==> src/rtl/coproc_cmd_if.sv <==
// CPU-side command initiator for the image coprocessor: queues bus-written
// commands, launches them one at a time, and tracks completion/timeout/overflow.
module coproc_cmd_if #(
    parameter int unsigned FIFO_DEPTH  = 4,
    parameter int unsigned TIMEOUT_CYC = 24'hFFFFFF,
    parameter int unsigned CNT_W       = 16
) (
    input  logic        clk,
    input  logic        rst_n,
    input  logic [1:0]  addr,
    input  logic        we,
    input  logic        re,
    input  logic [31:0] wdata,
    output logic [31:0] rdata,
    output logic        start,
    output logic [2:0]  func,
    output logic        gray,
    output logic        img_idx,
    input  logic        rdy,
    input  logic        done,
    output logic        irq
);

    localparam int unsigned AW    = $clog2(FIFO_DEPTH);
    localparam int unsigned OCC_W = AW + 1;
    localparam int unsigned TMO_W = 24;

    typedef enum logic [1:0] {S_IDLE, S_LAUNCH, S_BUSY} state_t;

    typedef struct packed {
        logic       img_idx;
        logic       gray;
        logic [2:0] func;
    } cmd_t;

    state_t             state_q, state_d;
    cmd_t               mem [FIFO_DEPTH];
    logic [AW-1:0]      wr_ptr, rd_ptr;
    logic [OCC_W-1:0]   occ_q, occ_d;
    logic [TMO_W-1:0]   tmo_q, tmo_d;
    logic [CNT_W-1:0]   count_q, count_d;
    logic               done_stk, err_stk, ovf_stk, irq_en;
    logic               done_d, err_d, ovf_d, irq_en_d;
    logic               full, empty, cmd_wr, clr_wr, push, pop;
    logic               done_set, err_set, ovf_set;
    logic [31:0]        status_w, rd_mux;
    cmd_t               wr_cmd;

    logic unused_wdata;
    assign unused_wdata = ^{wdata[31:17], wdata[15:10], wdata[7:5]};

    assign full   = (occ_q == OCC_W'(FIFO_DEPTH));
    assign empty  = (occ_q == '0);
    assign cmd_wr = we && (addr == 2'd0);
    assign clr_wr = we && (addr == 2'd2);
    assign wr_cmd = cmd_t'(wdata[4:0]);

    // State register
    always_ff @(posedge clk or negedge rst_n) begin
        if (!rst_n) state_q <= S_IDLE;
        else        state_q <= state_d;
    end

    // Next state, queue control, sticky/status next values
    always_comb begin
        state_d  = state_q;
        tmo_d    = tmo_q;
        pop      = 1'b0;
        done_set = 1'b0;
        err_set  = 1'b0;
        case (state_q)
            S_IDLE: begin
                if (!empty && rdy) begin
                    pop     = 1'b1;
                    state_d = S_LAUNCH;
                end
            end
            S_LAUNCH: begin
                tmo_d   = '0;
                state_d = S_BUSY;
            end
            S_BUSY: begin
                if (done) begin
                    done_set = 1'b1;
                    state_d  = S_IDLE;
                end else if (tmo_q == TMO_W'(TIMEOUT_CYC - 1)) begin
                    err_set = 1'b1;
                    state_d = S_IDLE;
                end else begin
                    tmo_d = tmo_q + TMO_W'(1);
                end
            end
            default: state_d = S_IDLE;
        endcase

        // A full queue still accepts a write when the head leaves this cycle
        push    = cmd_wr && (!full || pop);
        ovf_set = cmd_wr && !push;

        case ({push, pop})
            2'b10:   occ_d = occ_q + OCC_W'(1);
            2'b01:   occ_d = occ_q - OCC_W'(1);
            default: occ_d = occ_q;
        endcase

        // Set events take priority over a coincident clear
        done_d   = done_set | (done_stk & ~(clr_wr & wdata[0]));
        err_d    = err_set  | (err_stk  & ~(clr_wr & wdata[1]));
        ovf_d    = ovf_set  | (ovf_stk  & ~(clr_wr & wdata[2]));
        irq_en_d = (clr_wr && wdata[8]) ? wdata[9] : irq_en;
        count_d  = ((clr_wr && wdata[16]) ? '0 : count_q) + CNT_W'(done_set);

        status_w      = '0;
        status_w[0]   = (state_q != S_IDLE);
        status_w[1]   = done_stk;
        status_w[2]   = err_stk;
        status_w[3]   = ovf_stk;
        status_w[4]   = irq_en;
        status_w[7:5] = 3'(occ_q);
        status_w[8]   = full;
        status_w[9]   = empty;

        case (addr)
            2'd1:    rd_mux = status_w;
            2'd3:    rd_mux = 32'(count_q);
            default: rd_mux = '0;
        endcase
    end

    // Queue storage (no reset needed; validity tracked by occupancy)
    always_ff @(posedge clk) begin
        if (push) mem[wr_ptr] <= wr_cmd;
    end

    // Pointers, counters, status and registered outputs
    always_ff @(posedge clk or negedge rst_n) begin
        if (!rst_n) begin
            wr_ptr   <= '0;
            rd_ptr   <= '0;
            occ_q    <= '0;
            tmo_q    <= '0;
            count_q  <= '0;
            done_stk <= 1'b0;
            err_stk  <= 1'b0;
            ovf_stk  <= 1'b0;
            irq_en   <= 1'b0;
            rdata    <= '0;
            start    <= 1'b0;
            func     <= '0;
            gray     <= 1'b0;
            img_idx  <= 1'b0;
            irq      <= 1'b0;
        end else begin
            if (push) wr_ptr <= wr_ptr + AW'(1);
            if (pop) begin
                rd_ptr  <= rd_ptr + AW'(1);
                func    <= mem[rd_ptr].func;
                gray    <= mem[rd_ptr].gray;
                img_idx <= mem[rd_ptr].img_idx;
            end
            occ_q    <= occ_d;
            tmo_q    <= tmo_d;
            count_q  <= count_d;
            done_stk <= done_d;
            err_stk  <= err_d;
            ovf_stk  <= ovf_d;
            irq_en   <= irq_en_d;
            if (re) rdata <= rd_mux;
            start    <= (state_q == S_LAUNCH);
            irq      <= irq_en_d & (done_d | err_d | ovf_d);
        end
    end

endmodule

==> config.mk <==
export PLATFORM = sky130hd
export DESIGN_NAME = coproc_cmd_if
export DESIGN_NICKNAME = d
export VERILOG_FILES = /design/src/rtl/coproc_cmd_if.sv
export SDC_FILE = /design/constraint.sdc
export NUM_CORES = 1
export LEC_CHECK = 0
export BUFFER_PORTS_ARGS = -buffer_cell sky130_fd_sc_hd__buf_2
export CAP_MARGIN = 20
export CORE_ASPECT_RATIO = 0.75
export CORE_MARGIN = 2
export CORE_UTILIZATION = 55
export DETAILED_ROUTE_END_ITERATION = 7
export HOLD_SLACK_MARGIN = 0.05
export PLACE_DENSITY_LB_ADDON = 0.12
export SETUP_SLACK_MARGIN = 0.5
export SLEW_MARGIN = 40
export SYNTH_ARGS = -nofsm -noshare
export SYNTH_HDL_FRONTEND = slang
export SYNTH_SLANG_ARGS = --single-unit
==> constraint.sdc <==
create_clock -name clk -period 4 [get_ports clk]
set_clock_uncertainty 0.2 [all_clocks]
set_input_delay 0.4 -clock clk [delete_from_list [all_inputs] [get_ports clk]]
set_output_delay 0.4 -clock clk [all_outputs]
set_load 0.02 [all_outputs]
== Word-level counts from Yosys, hierarchy flattened ==
Memories as Yosys holds them, arrays and structs flattened. A register that Yosys moved wholly into a read port is not among the register bits.
Cells that the tools add are included.

* Register bits after elaboration: 87
* Bits in latches: 0
* RAM bits: 20
* Memory bits (read-only): 0
* Input port bits: 40
* Output and inout bits: 39
* Logic and storage cells: 88
* Memories: 1

* Add/sub/neg operators: 6
* Multiply operators: 0
* Div/mod/pow operators: 0
* Magnitude comparators: 0
* Equal/unequal tests: 13
* Shift operators: 0
* Multiplexer cells: 20
* Bitwise operators: 15
* Reduce and logical (&&, ||, !) cells: 20

{| class="wikitable"
|+ Memory list
! name !! depth !! width !! read ports !! clocked after memory_dff !! write ports !! line !! text
|-
| mem || 4 || 5 || 1 || 1 || 1 || 37 || <nowiki>cmd_t mem [FIFO_DEPTH];</nowiki>
|}

{| class="wikitable"
|+ Operators with widths
! cell !! number
|-
| 2-to-1 mux 24 bit || 2
|-
| one-hot mux 24 bit (2 select lines) || 1
|-
| one-hot mux 16 bit (2 select lines) || 1
|-
| adder 24 x 1 -> 24 bit, second input constant || 1
|-
| equality test 24 bit, second input constant || 1
|-
| adder 16 x 1 -> 16 bit || 1
|-
| 2-to-1 mux 16 bit || 1
|-
| 2-to-1 mux 1 bit || 10
|-
| equality test 2 bit, second input constant || 4
|-
| bitwise AND 1 bit || 7
|-
| logical AND 1 bit || 7
|-
| equality test 2 x 1 -> 1 bit, second input constant || 3
|-
| 2-to-1 mux 2 bit || 3
|-
| inequality test 2 bit, second input constant || 3
|-
| one-hot mux 2 bit (3 select lines) || 1
|-
| one-hot mux 3 bit (2 select lines) || 1
|-
| nonzero test 2 bit || 3
|-
| OR 1 bit || 5
|-
| adder 2 x 1 -> 2 bit, second input constant || 2
|-
| logical NOT 1 bit || 4
|-
| logical NOT 2 bit || 2
|-
| adder 3 x 1 -> 3 bit, second input constant || 1
|-
| equality test 3 bit, second input constant || 1
|-
| logical NOT 3 bit || 1
|-
| other kinds (6) || 8
|}

== Logic depth before layout (Yosys ltp) ==
* Depth in word-level cells: 12
* Depth in mapped cells: 10
* Depth with buffers taken out: 10

== Worst setup path before layout ==
OpenSTA, ideal clock, no wires.

* Kind: input-to-reg
* Start point: in addr[1]
* End point: reg count_q[14]
* Setup time: 0.078 ns
* Data arrival time: 2.344 ns
* Required time: 3.722 ns
* Slack: 1.378 ns
* Stages on the path: 10
* Path buffers: 2
* Path through: clkbuf_1 -> and4b_1 -> clkbuf_1 -> nor2b_1 -> ha_1 -> ha_1 -> nand2_1 -> or3_1 -> or4_1 -> a21oi_1

* Word-level cells in the longest chain between the ends: 5

{| class="wikitable"
|+ Ends and longest elaborated chain
! element !! line !! text
|-
| start, declared || 10 || <nowiki>input logic [1:0] addr,</nowiki>
|-
| equality test 2 bit || 55 || <nowiki>assign clr_wr = we && (addr == 2'd2);</nowiki>
|-
| logical AND 1 bit || 55 ||
|-
| logical AND 1 bit || 111 || <nowiki>count_d = ((clr_wr && wdata[16]) ? '0 : count_q) + CNT_W'(done_set);</nowiki>
|-
| 2-to-1 mux 16 bit || 111 ||
|-
| adder 16 x 1 -> 16 bit || 111 ||
|-
| via count_d[14] || 41 || <nowiki>logic [CNT_W-1:0] count_q, count_d;</nowiki>
|-
| end signal, assigned || 163 || <nowiki>count_q <= count_d;</nowiki>
|-
| end, declared || 41 ||
|}

The timed path passes the listed nets, and every way through them passes these cells.
A chain may end at the register's enable or synchronous reset.

== Worst setup path in the final report ==
* Start point: reg state_q[0]
* End point: reg occ_q[2]

* Word-level cells in the longest chain between the ends: 6
* Elaborated cells on any way between the ends: 8
* Classes of those cells: eq/ne (2); mux (2); reduce/logical (4)

{| class="wikitable"
|+ Ends and longest elaborated chain
! element !! line !! text
|-
| start, declared || 36 || <nowiki>state_t state_q, state_d;</nowiki>
|-
| start signal, assigned || 61 || <nowiki>else state_q <= state_d;</nowiki>
|-
| logical NOT 2 bit * || 71 || <nowiki>case (state_q)</nowiki>
|-
| 2-to-1 mux 1 bit * || 71 ||
|-
| logical OR 1 bit || 97 || <nowiki>push = cmd_wr && (!full || pop);</nowiki>
|-
| logical AND 1 bit || 97 ||
|-
| equality test 2 x 1 -> 1 bit / equality test 2 bit (equally long branches) || 100 || <nowiki>case ({push, pop})</nowiki>
|-
| one-hot mux 3 bit (2 select lines) / nonzero test 2 bit (equally long branches) || -- ||
|-
| end signal, assigned || 140 || <nowiki>occ_q <= '0;</nowiki>
|-
| end signal, assigned || 161 || <nowiki>occ_q <= occ_d;</nowiki>
|-
| end, declared || 39 || <nowiki>logic [OCC_W-1:0] occ_q, occ_d;</nowiki>
|}

Mark *: on every way between the ends. The rest lies on a longest branch, timed or not.

==> out/qor.csv <==
metric;value;unit
power density cells;518;nW/µm²
Max Clk Rate;0.376;GHz
outcome;finished clean;
Async S/R FF share, synth;0.792;
Initial Util;0.563;
worst endpoint required time;4060;ps
worst path arrival time;2720;ps
Avg Synthesized Cell Area;11.0;µm²
Synth top cells by count;dfrtp_1 (76), nand2_1 (49), inv_1 (30);
Num CTS Buffers;9;
Max Buffers Root-to-Sink;2;
Ports;79;
Slew @ Worst Pin;710;ps
drt pass-1 iters;4;
Worst VDD drop;0.000454;V
ys flop type;dfrtp_1;
setup TNS;0;ps
Post-DP HPWL;6.60;mm
Residual DRC;0;
clock root cell;clkbuf_16;
worst-path maximum fanout;7;
worst slack at placement;1120;ps
total routed wirelength;9.54;mm
CTS sink cnt;96;
CP delay by family, top;adder cells;
initial antenna violation count;0;
grt ovf;0;
fraction of layout cells with a size suffix above 1;0.154;
Routed wire per std cell;16.5;µm
Layout area overhead;10.8;%
Crit-path slowest cell;dfrtp_1;
core area;8380;µm²
Mapped Cells;430;
postcts setup bufs;0;
WHS;78.7;ps
via count;3303;
Via density;5.72;
Placer Congestion;0.803;
CTS tree;done;
Slew Viols, Final;0;
startpoint types;flop;
WS Path Type;reg -> reg;
Cell variety after synth;53;
Final Critical Period;2660;ps
worst path bufs/invs;2;
final instance area;5230;µm²
PnR worst setup slack;1340;ps
worst-path cell chain;nor2_1, a2111o_1, nor3b_2, inv_1, ha_1, inv_1, fa_1, xor2_1, nor2_1, xnor2_1;
post-synthesis cell area;4720;µm²
YS warnings;0;
total global-route track usage;0.219;
global routing usage on met1;0.334;
M3 GR Usage;0.0513;
DRT iter0 DRCs;177;
clk_lat worst skew;340;ps
GR peak layer;met1;
sequential share of the synthesized area;0.530;
CP Capture Type;flop;
Hold Violations, Final;0;
# rows;29;
dpl cell area;4940;µm²
Layout Nets;514;
post-route insts no fill;577;
EDFF count, synth;20;
placed cells;560;
vias in the first global route;3142;
RSZ-0062 raised after global routing;no;
Hold Crit Class;in -> reg;
first-pass GRT wire length;16.1;mm
max-cap violations;0;
crit-path max cell delay;460;ps
Worst-path clk slew;60;ps
largest net degree at the start of global routing;77;
Final Setup Violations;0;
most frequent cell after synthesis;dfrtp_1;
post_cts resized;0;
area leader, netlist;dfrtp_1;
Die ar.;9340;µm²
routing usage on met2;0.317;
# port buffers;38;
count of state elements after synthesis;96;
antenna viol nets, final;0;
Die Width;111;µm
Ant. Diodes;0;
Slew HR;0.527;
top post-synthesis cells by area;dfrtp_1 (40%), edfxtp_1 (13%), mux2i_1 (5.7%), nand2_1 (3.9%), buf_4 (2.5%);
cell leakage power;2.24;nW
H-tree lvl count;3;
Tcrit/Tclk final;0.665;
share of the synthesized area in the top cell type;0.403;
Die Height;84.2;µm
[metrics by stage]
step	total power, mW	util
final	2.71	0.624
after floorplan	1.76	-
after global routing	2.87	0.624
after global placement	1.90	0.589
after CTS	2.74	0.623
after detailed placement	1.94	0.589
[final timing paths]
path	from	end	slack [ps]	depth (start not counted)
worst max-delay path	state_q[0]	occ_q[2]	1340	10
worst min-delay path	wdata[3]	mem[0][3]	80	1
worst max register to register	state_q[0]	occ_q[2]	1340	10
worst min register to register	func[1]	func[1]	300	1
max in group asynchronous	rst_n	tmo_q[11]	2640	2
min in group asynchronous	rst_n	rd_ptr[0]	440	2
[worst reg2reg max path: stages, from the launching register on]
cell and delay (ps):
dfrtp_1 460, nor2_1 140, a2111o_1 440, nor3b_2 220, inv_1 100, ha_1 180, inv_1 60, fa_1 370
xor2_1 150, nor2_1 130, xnor2_1 140
[final cells by class]
cell class | count | area [µm²]
Timing Repair Buffer | 42 | 229
Sequential cell | 96 | 2500
Fill cell | 695 | 3150
Inverter | 30 | 113
Clock inverter | 5 | 30.0
Clock buffer | 11 | 243
Multi-Input combinational cell | 285 | 1980
Tap cell | 108 | 135
[cells by family after synthesis]
| group | after synthesis | share of synthesized area |
|---|---|---|
| simple gates | 149 | 0.172 |
| flops | 96 | 0.530 |
| buf+inv | 64 | 0.0639 |
| compound gates | 56 | 0.0796 |
| mux | 39 | 0.0979 |
| xor+xnor | 15 | 0.0278 |
| fa+ha+maj | 10 | 0.0281 |
| other cells | 1 | 0.000795 |
[sequential cells by signal, indices dropped and copies added, names as in the netlist, 2 cells and up]
name	flops
rdata	16
tmo_q	24
occ_q	3
mem	20
wr_ptr	2
state_q	2
rd_ptr	2
count_q	16
func	3
[routing by layer]
metal / wire [µm] / vias up
li1: - / 1578
met1: 4660 / 1632
met2: 4270 / 83
met3: 509 / 10
met4: 97 / 0
met5: 0 / -
[layout by cell type (no fill, tap or decap), types with 2 or more instances in the layout]
master	Yosys	routed
nand2_1	49	49
a21boi_0	2	2
dfrtp_1	76	76
o22ai_1	16	16
clkinv_2	0	2
clkbuf_16	0	9
a31oi_1	2	2
mux2i_1	27	27
a21oi_1	12	12
o311a_1	2	2
and4_1	5	5
ha_1	9	9
o211ai_1	2	2
nor2_1	13	13
buf_4	16	3
or3_1	2	2
nor2b_1	2	2
xnor2_1	9	9
inv_1	30	30
o21ai_0	3	3
o31ai_1	5	5
nand4_1	7	7
and3b_1	2	2
buf_2	0	37
or2_2	2	2
nor4_1	11	11
mux2_2	7	7
a211oi_1	5	5
edfxtp_1	20	20
conb_1	1	16
mux4_2	5	5
or4_1	7	7
nand3_1	14	14
xor2_1	6	6
nor3_1	4	4
and2_1	6	6
nor4b_1	2	2
nand2b_1	15	15
[timing repair]
| item | 4_1_cts | 5_1_grt |
|---|---|---|
| endpoints found under the hold margin | 76 | 0 |
| hold buffers | 1 | 0 |
| setup endpoints to repair | 0 | 0 |
[report_power, final]
part	switching (mW)	internal (mW)
Combinational	0.354	0.281
Sequential	0.142	1.14
Clock	0.355	0.436
(Power assumes the default switching activity.)
